`config.mk`:
```
export PLATFORM = sky130hd
export DESIGN_NAME = spi_slave
export DESIGN_NICKNAME = d
export VERILOG_FILES = /design/src/rtl/spi_slave_pkg.sv /design/src/rtl/spi_sync_edge.sv /design/src/rtl/spi_slave.sv
export SDC_FILE = /design/constraint.sdc
export NUM_CORES = 1
export LEC_CHECK = 0
export CAP_MARGIN = 20
export CORE_MARGIN = 1.5
export CORE_UTILIZATION = 30
export CTS_CLUSTER_DIAMETER = 40
export DETAILED_ROUTE_END_ITERATION = 16
export PLACE_DENSITY_LB_ADDON = 0.25
export REMOVE_ABC_BUFFERS = 1
export SYNTH_ARGS = -nofsm -noshare
export SYNTH_HDL_FRONTEND = slang
export SYNTH_HIERARCHICAL = 1
export SYNTH_SLANG_ARGS = --single-unit
```
`constraint.sdc`:
```
create_clock -name clk -period 2.1 [get_ports clk]
set_input_delay 0.21 -clock clk [delete_from_list [all_inputs] [get_ports clk]]
set_output_delay 0.21 -clock clk [all_outputs]
set_load 0.02 [all_outputs]
```
`src/rtl/spi_slave_pkg.sv`:
```
// Shared SPI slave definitions: FSM state encoding and default word width.
package spi_slave_pkg;

    typedef enum logic {
        IDLE  = 1'b0,
        SHIFT = 1'b1
    } state_e;

    localparam int DATA_W_DEF = 16;

endpackage

```
`src/rtl/spi_sync_edge.sv`:
```
// Two-flop synchronizer plus edge-detect flop for one asynchronous input.
// Latency: q_o and rise_o/fall_o valid 2 clk edges after the pin changes.
// Backpressure: none, free-running.
module spi_sync_edge #(
    parameter logic RST_VAL = 1'b0
) (
    input  logic clk,
    input  logic rst,
    input  logic d_i,
    output logic q_o,
    output logic rise_o,
    output logic fall_o
);

    logic [2:0] sync_q;

    always_ff @(posedge clk) begin
        if (rst) begin
            sync_q <= {3{RST_VAL}};
        end else begin
            sync_q <= {sync_q[1:0], d_i};
        end
    end

    assign q_o    = sync_q[1];
    assign rise_o = sync_q[1] & ~sync_q[2];
    assign fall_o = ~sync_q[1] & sync_q[2];

endmodule

```
`src/rtl/spi_slave.sv`:
```
// SPI mode-0 slave: MSB-first word shifter with a one-deep tx shadow register.
// Latency: rx_valid rises 3 clk edges after the pin sclk rise that completes a word.
// Backpressure: tx_ready low while the shadow holds a word; further tx_load is ignored.
module spi_slave
    import spi_slave_pkg::*;
#(
    parameter int DATA_W = DATA_W_DEF
) (
    input  logic              clk,
    input  logic              rst,
    input  logic              ss,
    input  logic              sclk,
    input  logic              mosi,
    output logic              miso,
    output logic [DATA_W-1:0] rx_data,
    output logic              rx_valid,
    input  logic [DATA_W-1:0] tx_data,
    input  logic              tx_load,
    output logic              tx_ready,
    output logic              frame_err
);

    localparam int               CNT_W = (DATA_W > 2) ? $clog2(DATA_W) : 1;
    localparam logic [CNT_W-1:0] LAST  = CNT_W'(DATA_W - 1);

    logic ss_s, ss_rise, ss_fall;
    logic sclk_lvl_unused, sclk_rise, sclk_fall;
    logic mosi_s, mosi_rise_unused, mosi_fall_unused;

    spi_sync_edge #(.RST_VAL(1'b1)) u_sync_ss (
        .clk(clk), .rst(rst), .d_i(ss),
        .q_o(ss_s), .rise_o(ss_rise), .fall_o(ss_fall)
    );
    spi_sync_edge #(.RST_VAL(1'b0)) u_sync_sclk (
        .clk(clk), .rst(rst), .d_i(sclk),
        .q_o(sclk_lvl_unused), .rise_o(sclk_rise), .fall_o(sclk_fall)
    );
    spi_sync_edge #(.RST_VAL(1'b0)) u_sync_mosi (
        .clk(clk), .rst(rst), .d_i(mosi),
        .q_o(mosi_s), .rise_o(mosi_rise_unused), .fall_o(mosi_fall_unused)
    );

    state_e            state_q, state_d;
    logic [CNT_W-1:0]  cnt_q, cnt_d;
    logic [DATA_W-1:0] rx_sr_q, rx_sr_d;
    logic [DATA_W-1:0] rx_data_q, rx_data_d;
    logic              rx_valid_q, rx_valid_d;
    logic [DATA_W-1:0] tx_sr_q, tx_sr_d;
    logic [DATA_W-1:0] shadow_q, shadow_d;
    logic              tx_ready_q, tx_ready_d;
    logic              reload_q, reload_d;
    logic              frame_err_q, frame_err_d;
    logic              miso_q, miso_d;
    logic [1:0]        settle_q, settle_d;
    logic              armed_q, armed_d;
    logic [DATA_W-1:0] tx_fill;
    logic              tx_reg_load;

    // An empty shadow with a simultaneous tx_load hands tx_data straight to the shifter.
    assign tx_fill = tx_ready_q ? (tx_load ? tx_data : '0) : shadow_q;

    always_comb begin
        state_d     = state_q;
        cnt_d       = cnt_q;
        rx_sr_d     = rx_sr_q;
        rx_data_d   = rx_data_q;
        rx_valid_d  = 1'b0;
        tx_sr_d     = tx_sr_q;
        shadow_d    = shadow_q;
        tx_ready_d  = tx_ready_q;
        reload_d    = reload_q;
        frame_err_d = 1'b0;
        tx_reg_load = 1'b0;
        settle_d    = {settle_q[0], 1'b1};
        // Only arm once ss is seen high after the synchronizer has flushed its reset value.
        armed_d     = armed_q | (settle_q[1] & ss_s);

        case (state_q)
            IDLE: begin
                if (ss_fall && armed_q) begin
                    state_d     = SHIFT;
                    cnt_d       = '0;
                    rx_sr_d     = '0;
                    reload_d    = 1'b0;
                    tx_sr_d     = tx_fill;
                    tx_reg_load = 1'b1;
                end
            end
            SHIFT: begin
                if (ss_rise) begin
                    state_d     = IDLE;
                    frame_err_d = (cnt_q != '0);
                    cnt_d       = '0;
                    rx_sr_d     = '0;
                end else begin
                    if (sclk_rise) begin
                        rx_sr_d = {rx_sr_q[DATA_W-2:0], mosi_s};
                        if (cnt_q == LAST) begin
                            rx_data_d  = rx_sr_d;
                            rx_valid_d = 1'b1;
                            cnt_d      = '0;
                            reload_d   = 1'b1;
                        end else begin
                            cnt_d = cnt_q + CNT_W'(1);
                        end
                    end
                    if (sclk_fall) begin
                        if (reload_q) begin
                            tx_sr_d     = tx_fill;
                            tx_reg_load = 1'b1;
                            reload_d    = 1'b0;
                        end else begin
                            tx_sr_d = {tx_sr_q[DATA_W-2:0], 1'b0};
                        end
                    end
                end
            end
            default: state_d = IDLE;
        endcase

        if (tx_reg_load) begin
            tx_ready_d = 1'b1;
        end else if (tx_load && tx_ready_q) begin
            shadow_d   = tx_data;
            tx_ready_d = 1'b0;
        end

        miso_d = (state_d == SHIFT) ? tx_sr_d[DATA_W-1] : 1'b0;
    end

    always_ff @(posedge clk) begin
        if (rst) begin
            state_q     <= IDLE;
            cnt_q       <= '0;
            rx_sr_q     <= '0;
            rx_data_q   <= '0;
            rx_valid_q  <= 1'b0;
            tx_sr_q     <= '0;
            shadow_q    <= '0;
            tx_ready_q  <= 1'b1;
            reload_q    <= 1'b0;
            frame_err_q <= 1'b0;
            miso_q      <= 1'b0;
            settle_q    <= '0;
            armed_q     <= 1'b0;
        end else begin
            state_q     <= state_d;
            cnt_q       <= cnt_d;
            rx_sr_q     <= rx_sr_d;
            rx_data_q   <= rx_data_d;
            rx_valid_q  <= rx_valid_d;
            tx_sr_q     <= tx_sr_d;
            shadow_q    <= shadow_d;
            tx_ready_q  <= tx_ready_d;
            reload_q    <= reload_d;
            frame_err_q <= frame_err_d;
            miso_q      <= miso_d;
            settle_q    <= settle_d;
            armed_q     <= armed_d;
        end
    end

    assign miso      = miso_q;
    assign rx_data   = rx_data_q;
    assign rx_valid  = rx_valid_q;
    assign tx_ready  = tx_ready_q;
    assign frame_err = frame_err_q;

endmodule

```
======== Word-level counts from Yosys, hierarchy flattened ========
Index checks and enable logic that the tools add are counted.
storage, ports and cells
  register bits after elaboration ......... 84
  bits in latches ......................... 0
  bits in writable memories ............... 0
  ROM bits ................................ 0
  input bits .............................. 22
  output and inout bits ................... 20
  word-level logic and storage cells ...... 83
  memories kept ........................... 0
cells by class
  add/subtract/negate cells ............... 1
  multipliers ............................. 0
  divide/modulo/power cells ............... 0
  magnitude comparators ................... 0
  equal/unequal tests ..................... 5
  shift-type cells ........................ 0
  mux-type cells .......................... 32
  bitwise operators ....................... 15
  reduce and logical (&&, ||, !) cells .... 12
operator list
  cell                   count
  $mux W16               6
  $mux W15               3
  $pmux W16 S2           1
  $pmux W15 S2           1
  $mux W4                4
  $mux W1                13
  $not A1 Y1             9
  $pmux W4 S2            1
  $ne A2 B2 Y1 const B   3
  $pmux W1 S2            3
  $reduce_and A2 Y1      3
  $and A1 B1 Y1          5
  $add A4 B1 Y4 const B  1
  $eq A4 B4 Y1 const B   1
  $reduce_and A4 Y1      1
  $reduce_bool A4 Y1     1
  $reduce_or A2 Y1       2
  $reduce_or A4 Y1       1
  $ne A3 B3 Y1 const B   1
  $reduce_and A3 Y1      1
  $reduce_or A3 Y1       1
  $logic_and A1 B1 Y1    2
  $or A1 B1 Y1           1

======== Longest topological paths before layout ========
  word-level depth ........................ 7
  mapped depth ............................ 7
  depth with buffers taken out ............ 5

======== Cells and area by module ========
Netlist, hierarchy kept.
modules (own cells, without submodules)
  module                            times used  cells an instance  area each (um2)  sequential area each (um2)
  spi_slave                         1           348                3020.4           1521.5
  spi_sync_edge at u_sync_mosi ...  2           8                  91.3             60.1
  spi_sync_edge at u_sync_ss        1           8                  92.6             60.1

======== Worst setup path after synthesis ========
No wires, ideal clock.
  path type ............................... flip-flop to flip-flop
  from .................................... register u_sync_ss.sync_q[1]
  to ...................................... register shadow_q[13]
  setup time .............................. 0.128 ns
  data arrival time ....................... 1.640 ns
  data required time ...................... 1.972 ns
  setup slack ............................. 0.333 ns
  stages on the path, launching flop included .. 7
  buffers on the path ..................... 1
  period minus slack after synthesis ...... 1.767 ns
  path through ............................ dfxtp_1 > nor2b_1 > and4b_1 > nor3_4 > buf_6 > mux2i_1 > nor2_1
on the way
  elaborated cells on any way between the ends .. 9
  classes of those cells .................. mux (3); bitwise (4); reduce/logical (2)
RTL lines
  what                         line                 RTL
  start: declaration           spi_sync_edge.sv:15  logic [2:0] sync_q;
  start signal: assignment     spi_sync_edge.sv:19  sync_q <= {3{RST_VAL}};
  start signal: assignment     spi_sync_edge.sv:21  sync_q <= {sync_q[1:0], d_i};
  $and A1 B1 Y1                spi_sync_edge.sv:26  assign rise_o = sync_q[1] & ~sync_q[2];
  net ss_rise                  spi_slave.sv:26      logic ss_s, ss_rise, ss_fall;
  $mux W1                      spi_slave.sv:90      if (ss_rise) begin
  $pmux W1 S2                  spi_slave.sv:78      case (state_q)
  $not A1 Y1 (no line)         n/a
  $reduce_and A2 Y1 (no line)  n/a
  end signal: assignment       spi_slave.sv:153     shadow_q <= shadow_d;
  end: declaration             spi_slave.sv:49      logic [DATA_W-1:0] shadow_q, shadow_d;
The timed path passes the listed nets, and every way through them passes these cells.
A chain may end at the register's enable or synchronous reset.

======== Final worst setup path ========
  from .................................... register u_sync_sclk.sync_q[2]
  to ...................................... register tx_sr_q[11]
on the way
  cells in the longest elaborated chain, start to end .. 3
ends and longest elaborated chain
  what                         line                 RTL
  start: declaration           spi_sync_edge.sv:15
  start signal: assignment     spi_sync_edge.sv:19
  start signal: assignment     spi_sync_edge.sv:21
  $and A1 B1 Y1                spi_sync_edge.sv:27  assign fall_o = ~sync_q[1] & sync_q[2];
  net sclk_fall                spi_slave.sv:27      logic sclk_lvl_unused, sclk_rise, sclk_fall;
  $ne A2 B2 Y1 (no line)       n/a
  $reduce_and A3 Y1 (no line)  n/a
  end signal: assignment       spi_slave.sv:152     tx_sr_q <= tx_sr_d;
  end: declaration             spi_slave.sv:48      logic [DATA_W-1:0] tx_sr_q, tx_sr_d;
The timed path passes the listed nets, and every way through them passes these cells.

==> impl_metrics.yaml <==
outcome:
  status: "finished clean"
worst_setup_path:
  cp.required_ns: 2.37
  end_kind: "register"
  rr_worst_depth: 5
  r2r_end: "tx_sr_q[11]"
  crit_fanout: 14
  cp-start-kind: "register"
  crit_type: "register to register"
  r2r-start: "u_sync_sclk/sync_q[2]"
  worstPathArrival_ns: 2.09
  ff2ff_setup_slack_ns: 0.29
pwr:
  worst_ir_drop_vdd_mv: 0.4203
  powerDensity_mw_per_mm2: 772.6
  leakage_nw: 1.374
  switching_share: 0.2232
  combPwrFrac: 0.067
  p_int_mw: 2.426
  pwr-share-clk: 0.407
  seq_power_share: 0.525
  switchingPower_uw: 696.9
detailed_routing:
  vias_per_cell: 4.681
  ant_nets: 0
  num_vias: 2565
  routed_wl_microns: 6543
  drcViolationCount: 0
  drtIter0Drc: 89
  dr.pass1.iters: 4
  wl_per_cell_microns: 11.94
timing:
  final_hold_viol_count: 0
  final-setup-viol-count: 0
  rsz0062_at_grt: "no"
  slew_violations: 0
  clock-skew-final_ns: 0.008522
  post-route-period-util: 0.8624
  tightest_slew_ns: 0.6030
  clock.fmax_mhz: 552.2
  max-slew-margin-rel: 0.5967
  period_needed_ns: 1.811
floorplanning:
  dieArea_sq_mm: 0.01149
  fp.dieW_microns: 107.2
  start_util: 0.3127
  die_y_microns: 107.2
  coreArea_sq_mm: 0.01042
  rows: 37
  io-pin-count: 42
cts:
  cts-resized-gates: 0
  clkLatencyLatePin_ns: 0.35
  cts_made_buffers: 9
  cts.sinks: 84
  h-tree-depth: 3
  clk_pin_slew_ns: 0.08
  post-cts-setup-buffers: 0
  clockBufferDepth: 2
  cts_hold_buf: 0
  cts_tree: "built"
  root_buffer: "clkbuf_8"
place:
  postPlaceCellArea_sq_mm: 0.003797
  place_congestion: 0.7169
  dp_hpwl_microns: 4379
  placed_cells: 531
  port_buffers: 41
final_layout:
  final_cells: 548
  fin_util: 0.3880
  final_cell_area_sq_mm: 0.004041
  insertedDiodeCount: 0
  syn_to_final_growth_pct: 24.09
  drive_above_1_share: 0.08495
  nets: 431
hold_path:
  min_path_cells: 2
  whs_endpoint: "settle_q[0]"
  hold_path.class: "input pin to register"
  hp-start: "rst"
global_routing:
  grt_pass1_wl_microns: 10970
  grt_start_max_net_pins: 40
  grt_antenna_before_repair: 0
  track_usage: 0.1220
  grt_pass1_vias: 2397
  gr-total-overflow: 0
synthesis:
  syn_area_sq_mm: 0.003257
  synth.avg_cell_area_sq_um: 8.850
  postSynthCellCount: 368
  yosysWarnings: 6
flow_run:
  maxCapViolations: 0
## state kept, by name, indices dropped and copies added (netlist names), 2 cells and up
name                flops
cnt_q                   4
rx_sr_q                15
settle_q                2
u_sync_ss/sync_q        3
rx_data                16
tx_sr_q                16
u_sync_mosi/sync_q      2
u_sync_sclk/sync_q      3
shadow_q               16
## worst max path at each step
stage / from / end / slack, ns
5_1_grt: u_sync_ss/sync_q[1] / miso / 0.04
6_report: u_sync_sclk/sync_q[2] / tx_sr_q[11] / 0.29
3_5_place_dp: u_sync_ss/sync_q[1] / rx_sr_q[13] / 0.08
2_1_floorplan: tx_ready / shadow_q[0] / -0.07
3_3_place_gp: u_sync_ss/sync_q[1] / rx_sr_q[3] / 0.16
4_1_cts: u_sync_ss/sync_q[1] / rx_sr_q[13] / 0.06
## critical path, stage by stage, from the launching register on
cell     delay [ns]
dfxtp_1        0.33
nor2b_1        0.40
and4b_1        0.34
or2_2          0.16
nand2_1        0.27
o21ai_0        0.24
## power groups by stage
stage               clock (mW)  combinational (mW)  sequential [mW]
global route              1.38               0.233             1.64
floorplan                    0              0.0935             1.68
finish                    1.27               0.210             1.64
CTS                       1.32               0.211             1.64
global placement             0               0.209             1.68
detailed placement           0               0.211             1.68
## per-stage QoR
| step | setup WS (ns) | power, mW | TNS, ns | hold WS (ns) |
|---|---|---|---|---|
| 6_report | 0.2890 | 3.122 | 0 | 0.1876 |
| 5_1_grt | 0.04453 | 3.257 | 0 | 0.1840 |
| 4_1_cts | 0.05878 | 3.169 | 0 | 0.1604 |
| 3_5_place_dp | 0.08284 | 1.889 | 0 | 0.4071 |
| 3_3_place_gp | 0.1553 | 1.886 | 0 | 0.4025 |
| 2_1_floorplan | -0.07271 | 1.777 | -1.163 | 0.2791 |
## per-layer routing
layer | vias to the layer above | part of all wire | GRT usage
li1 | 1340 | - | -
met1 | 1165 | 0.48 | 0.1458
met2 | 48 | 0.46 | 0.2015
met3 | 12 | 0.045 | 0.03769
met4 | 0 | 0.016 | 0.05143
met5 | - | 0 | 0
## final cells by class
class,count,area [sq um]
well taps,136,170.2
clock buffers,10,137.6
inverters,7,26.28
multi-input cells,253,1446
repair buffers,52,491.7
clock inverters,6,87.58
flip-flops and latches,84,1682
fillers,1077,6375
## cell usage in the layout (no fill, tap or decap), types with 12 or more instances in the layout
cell              n
mux2i_1          16
nor2b_1          25
nand3_1          19
a22oi_1          15
a31oi_1          14
o21ai_0          12
dfxtp_1          84
clkdlybuf4s50_1  40
nand2_1          51
nor2_1           24
a21oi_1          41
(Power assumes the default switching activity.)
